**src/rtl/ama_riscv_div.sv**
```systemverilog
// Iterative RV32M divider (DIV/DIVU/REM/REMU), radix-2 restoring, one quotient bit per cycle.
// Request and response use valid/ready handshakes; kill aborts any in-flight or unconsumed result.
module ama_riscv_div (
  input  logic        clk,
  input  logic        rst,
  input  logic        in_valid,
  output logic        in_ready,
  input  logic [1:0]  op,
  input  logic [31:0] a,
  input  logic [31:0] b,
  input  logic        kill,
  output logic        out_valid,
  input  logic        out_ready,
  output logic [31:0] q
);

  localparam int unsigned ARCH_WIDTH = 32;

  // op encoding follows funct3[1:0] of the M-extension divide group
  localparam logic [1:0] DIV_OP_DIV  = 2'd0;
  localparam logic [1:0] DIV_OP_DIVU = 2'd1;
  localparam logic [1:0] DIV_OP_REM  = 2'd2;
  localparam logic [1:0] DIV_OP_REMU = 2'd3;

  localparam logic [ARCH_WIDTH-1:0] INT_MIN  = 32'h8000_0000;
  localparam logic [ARCH_WIDTH-1:0] ALL_ONES = 32'hFFFF_FFFF;
  localparam logic [ARCH_WIDTH-1:0] ZERO     = 32'h0000_0000;

  typedef enum logic [1:0] {
    IDLE = 2'd0,
    BUSY = 2'd1,
    FIX  = 2'd2,
    DONE = 2'd3
  } state_t;

  function automatic logic [ARCH_WIDTH-1:0] neg_f(input logic [ARCH_WIDTH-1:0] x);
    neg_f = (~x) + 32'd1;
  endfunction

  function automatic logic [ARCH_WIDTH-1:0] abs_f(input logic [ARCH_WIDTH-1:0] x);
    abs_f = x[ARCH_WIDTH-1] ? neg_f(x) : x;
  endfunction

  state_t                state_r;
  state_t                next_state_s;
  logic                  in_ready_r;
  logic                  out_valid_r;
  logic [ARCH_WIDTH-1:0] q_r;

  logic [ARCH_WIDTH-1:0] rem_r;
  logic [ARCH_WIDTH-1:0] quo_r;
  logic [ARCH_WIDTH-1:0] div_r;
  logic [4:0]            cnt_r;
  logic                  qsign_r;
  logic                  rsign_r;
  logic [1:0]            op_r;

  logic                  accept_s;
  logic                  signed_op_s;
  logic                  rem_op_s;
  logic                  special_s;
  logic [ARCH_WIDTH-1:0] special_q_s;
  logic [ARCH_WIDTH:0]   shifted_s;
  logic [ARCH_WIDTH+1:0] diff_s;
  logic                  ge_s;
  logic [ARCH_WIDTH-1:0] fix_q_s;

  assign in_ready  = in_ready_r;
  assign out_valid = out_valid_r;
  assign q         = q_r;

  // Request decode: acceptance, signedness and the short-circuit results
  always_comb begin
    accept_s    = in_valid && in_ready_r && !kill;
    signed_op_s = (op == DIV_OP_DIV) || (op == DIV_OP_REM);
    rem_op_s    = (op == DIV_OP_REM) || (op == DIV_OP_REMU);
    special_s   = 1'b0;
    special_q_s = ZERO;
    if (b == ZERO) begin
      special_s   = 1'b1;
      special_q_s = rem_op_s ? a : ALL_ONES;
    end else if (signed_op_s && (a == INT_MIN) && (b == ALL_ONES)) begin
      special_s   = 1'b1;
      special_q_s = rem_op_s ? ZERO : INT_MIN;
    end else begin
      special_s   = 1'b0;
      special_q_s = ZERO;
    end
  end

  // One restoring step; remainder stays below the divisor so the difference fits 32 bits
  always_comb begin
    shifted_s = {rem_r, quo_r[ARCH_WIDTH-1]};
    diff_s    = {1'b0, shifted_s} - {2'b00, div_r};
    ge_s      = ~diff_s[ARCH_WIDTH+1];
  end

  // Sign correction and quotient/remainder selection for the FIX cycle
  always_comb begin
    if ((op_r == DIV_OP_REM) || (op_r == DIV_OP_REMU)) begin
      fix_q_s = rsign_r ? neg_f(rem_r) : rem_r;
    end else begin
      fix_q_s = qsign_r ? neg_f(quo_r) : quo_r;
    end
  end

  // Next-state logic; kill overrides everything except reset
  always_comb begin
    next_state_s = state_r;
    case (state_r)
      IDLE: begin
        if (accept_s) begin
          next_state_s = special_s ? DONE : BUSY;
        end else begin
          next_state_s = IDLE;
        end
      end
      BUSY: begin
        if (cnt_r == 5'd0) begin
          next_state_s = FIX;
        end else begin
          next_state_s = BUSY;
        end
      end
      FIX:  next_state_s = DONE;
      DONE: begin
        if (out_ready) begin
          next_state_s = IDLE;
        end else begin
          next_state_s = DONE;
        end
      end
      default: next_state_s = IDLE;
    endcase
    if (kill) begin
      next_state_s = IDLE;
    end else begin
      next_state_s = next_state_s;
    end
  end

  // State register and registered handshake/result outputs
  always_ff @(posedge clk) begin
    if (rst) begin
      state_r     <= IDLE;
      in_ready_r  <= 1'b1;
      out_valid_r <= 1'b0;
      q_r         <= ZERO;
    end else begin
      state_r     <= next_state_s;
      in_ready_r  <= (next_state_s == IDLE);
      out_valid_r <= (next_state_s == DONE);
      if ((state_r == IDLE) && accept_s && special_s) begin
        q_r <= special_q_s;
      end else if ((state_r == FIX) && !kill) begin
        q_r <= fix_q_s;
      end else begin
        q_r <= q_r;
      end
    end
  end

  // Datapath: operand capture on acceptance, then one iteration per BUSY cycle
  always_ff @(posedge clk) begin
    if (rst) begin
      rem_r   <= ZERO;
      quo_r   <= ZERO;
      div_r   <= ZERO;
      cnt_r   <= 5'd0;
      qsign_r <= 1'b0;
      rsign_r <= 1'b0;
      op_r    <= DIV_OP_DIV;
    end else if ((state_r == IDLE) && accept_s) begin
      op_r    <= op;
      rem_r   <= ZERO;
      quo_r   <= signed_op_s ? abs_f(a) : a;
      div_r   <= signed_op_s ? abs_f(b) : b;
      qsign_r <= signed_op_s && (a[ARCH_WIDTH-1] ^ b[ARCH_WIDTH-1]);
      rsign_r <= signed_op_s && a[ARCH_WIDTH-1];
      cnt_r   <= 5'd31;
    end else if (state_r == BUSY) begin
      rem_r <= ge_s ? diff_s[ARCH_WIDTH-1:0] : shifted_s[ARCH_WIDTH-1:0];
      quo_r <= {quo_r[ARCH_WIDTH-2:0], ge_s};
      cnt_r <= cnt_r - 5'd1;
    end else begin
      rem_r <= rem_r;
      quo_r <= quo_r;
      cnt_r <= cnt_r;
    end
  end

endmodule
```
**config.mk**
```make
export PLATFORM = sky130hd
export DESIGN_NAME = ama_riscv_div
export DESIGN_NICKNAME = d
export VERILOG_FILES = /design/src/rtl/ama_riscv_div.sv
export SDC_FILE = /design/constraint.sdc
export NUM_CORES = 1
export LEC_CHECK = 0
export ABC_CLOCK_PERIOD_IN_PS = 10400
export BUFFER_PORTS_ARGS = -buffer_cell sky130_fd_sc_hd__buf_2
export CAP_MARGIN = 10
export CORE_UTILIZATION = 65
export DETAILED_ROUTE_END_ITERATION = 10
export PLACE_DENSITY_LB_ADDON = 0.05
export SYNTH_ARGS = -nofsm -noshare
export SYNTH_HDL_FRONTEND = slang
export SYNTH_SLANG_ARGS = --single-unit
```
**constraint.sdc**
```tcl
create_clock -name clk -period 10.4 [get_ports clk]
set_clock_uncertainty 0.15 [all_clocks]
set_input_delay 3.12 -clock clk [delete_from_list [all_inputs] [get_ports clk]]
set_output_delay 3.12 -clock clk [all_outputs]
set_load 0.01 [all_outputs]
```
==> metrics.md <==
| Metric | Value |
|---|---|
| Outcome | `complete, no violations` |
| Nets | `1567` |
| Post-synthesis net count | `1525` |
| Hold slack | `300 ps` |
| Reg-to-reg slack, setup | `6320 ps` |
| Setup TNS | `0 ps` |
| Num CTS Buffers | `17` |
| Seq/Total Area, Yosys | `26.5%` |
| Worst Hold Class | `flip-flop to flip-flop` |
| Root Buffer | `clkbuf_16` |
| Layout cell share with drive strength beyond 1 | `12.2%` |
| Hold_buf cts | `0` |
| Pwr dens | `139 nW/um2` |
| RSZ-0062 raised after global routing | `no` |
| P_leak | `0.00448 uW` |
| WS Path Type | `input port to flip-flop` |
| Core ar. | `15900 um2` |
| Ant. Diodes | `0` |
| Worst R2R End | `rem_r[30]` |
| Slew headroom | `36.8%` |
| Period minus WS final | `6430 ps` |
| WL per Instance | `19.1 um` |
| Crit path required time | `10560 ps` |
| Psw | `567 uW` |
| Post-Syn Area per Cell | `7.49 um2` |
| DRC violations left | `0` |
| First-pass iteration count of the detailed router | `6` |
| First-pass GRT wire length | `49.5 mm` |
| Buffer count from post-CTS setup fixing | `0` |
| Combinational share of power | `28.6%` |
| Register share of total power | `37.2%` |
| Yosys warns | `0` |
| Clock transition at path regs | `60 ps` |
| CP endpoint kind | `flip-flop` |
| Die width | `130 um` |
| WHS Endpoint | `div_r[31]` |
| Fmax achieved | `0.156 GHz` |
| CP Launch Type | `input port` |
| R2R Path Start | `quo_r[31]` |
| Initial Util | `66.7%` |
| Synth cell types | `75` |
| Mapped Area | `10600 um2` |
| Iter 0 DRT Violations | `1275` |
| Cell Int Power | `1050 uW` |
| FFs w/ async S/R, synth | `0%` |
| Max FO, Critical Path | `20` |
| Reg2reg path depth | `12` |
| Worst vdd ir | `0.124 mV` |
| Worst-skew pair later-pin latency | `430 ps` |
| Cell Rows | `46` |
| Min-delay src | `div_r[31]` |
| Final Cycle Share | `61.8%` |
| Pre-CTS setup slack | `3720 ps` |
| Longest Clk Path Bufs | `2` |
| Max-cap viol count | `0` |
| Dominant cells by area after synthesis | `dfxtp_1 26%, xnor2_1 6.9%, nor2_1 6.3%` |
| Top-count cell post-synth | `nor2_1` |
| Clock power frac | `34.2%` |
| Post-synth EDFFs | `0` |
| IO Port Bufs | `104` |
| Largest net degree at the start of global routing | `73` |
| PostCTS Resize Cnt | `0` |
| Via count of the first global-routing pass | `9388` |
| Initial antenna violation count | `0` |
| Share of the synthesized area in the top cell type | `26.5%` |
| DPL Wire Length | `23.3 mm` |
| Routed Antenna Nets | `0` |
| Hold Path Stages | `2` |
| Synth Instances | `1414` |
| Overall Global Routing Usage | `38.2%` |
| Sw Ratio | `35.0%` |
| Via total after detailed routing | `11000` |
| Top FF cell, synth | `dfxtp_1` |
| CTS tree | `built` |
| Die Area | `16800 um2` |
| Die Y | `130 um` |
| Drt via density | `6.52` |
| Register bit count reported by yosys | `140` |
| H-tree depth | `4` |
| Final worst setup slack | `3970 ps` |
| Fin. max-slew vios | `0` |
| Remaining Overflow, GRT | `0` |
| Area Overhead vs Synth | `9.82%` |
| Leading area contributor after synthesis | `dfxtp_1` |
| Arrival @ worst endpoint | `6590 ps` |
| Synth top cells by count | `177 x nor2_1, 140 x dfxtp_1, 134 x nand2_1` |
| Final setup fails | `0` |
| I/O pin cnt | `105` |
| Filler instances | `1320` |
| CTS Sinks | `140` |
| Final hold vios | `0` |
| Wirelength, routed | `32.1 mm` |
| Final GP Congestion | `0.985` |
| Measured slew at the worst slew-check pin | `940 ps` |
-- metrics by stage --
step	instances	total power, uW	area (um2)	utilization [%]
global route	1685	1690	11600	73.2
global placement	1653	1050	11100	69.9
finish	1685	1620	11600	73.2
floorplan	1414	942	10600	-
detailed placement	1653	1060	11100	69.9
CTS	1685	1610	11600	73.2
-- routing by layer --
layer,wire length (um),part of all wire [%],global-route usage [%]
met5,0,0,0
met4,1030,3.2,13.2
met3,3380,11,8.59
met2,13800,43,57.5
met1,13900,43,53.3
-- logic make-up after synthesis --
group / synth area share, %
buf+inv: 5.78
fa+ha+maj: 4.80
xor+xnor: 12.2
simple gates: 21.7
compound gates: 26.6
mux: 2.58
flops: 26.5
-- power groups by stage --
stage / Sequential [uW] / Combinational, uW / Clock, uW
finish: 602 / 463 / 554
global route: 604 / 508 / 579
CTS: 600 / 455 / 554
detailed placement: 611 / 450 / 0
global placement: 611 / 443 / 0
floorplan: 597 / 345 / 0
-- state kept, by name, indices dropped and copies added, names as in the netlist --
name,flops
op_r,1
quo_r,32
div_r,32
rem_r,32
cnt_r,5
rsign_r,1
q,32
state_r,2
qsign_r,1
in_ready,1
out_valid,1
-- how the worst max path moves through the flow --
| stage | start | endpoint |
|---|---|---|
| after floorplan | a[18] | quo_r[30] |
| after global placement | b[19] | q[6] |
| after detailed placement | b[19] | q[26] |
| after global routing | b[19] | q[24] |
| after CTS | b[19] | q[24] |
| final | b[19] | q[24] |
-- worst max-delay path, stage by stage --
cell and delay [ps]:
buf_2 140, or4_1 610, nor4_2 250, nand4bb_1 370
nor4_4 830, nand2_1 700, o221ai_1 470, nor2_1 80
-- cell type report --
class | count | area, um2 | area share [%]
Timing Repair Buffer | 117 | 618 | 5.31
Tap cell | 216 | 270 | 2.32
Multi-Input combinational cell | 1120 | 7180 | 61.8
Inverter | 60 | 225 | 1.94
Clock buffer | 19 | 433 | 3.72
Clock inverter | 13 | 96.3 | 0.828
Sequential cell | 140 | 2800 | 24.1
-- cell usage in the layout (no fill, tap or decap), drive strengths merged, types with 19 or more instances in the layout --
master / n
a21oi: 105
o21ai: 94
a211oi: 50
ha: 39
inv: 61
o41ai: 19
mux2i: 25
nor3: 31
dfxtp: 140
a311oi: 37
nor4: 24
xor2: 63
nand3: 20
nand2: 135
xnor2: 84
nor2: 178
clkbuf: 19
buf: 117
o31ai: 22
Note: power is estimated with default switching activity, not from simulation.
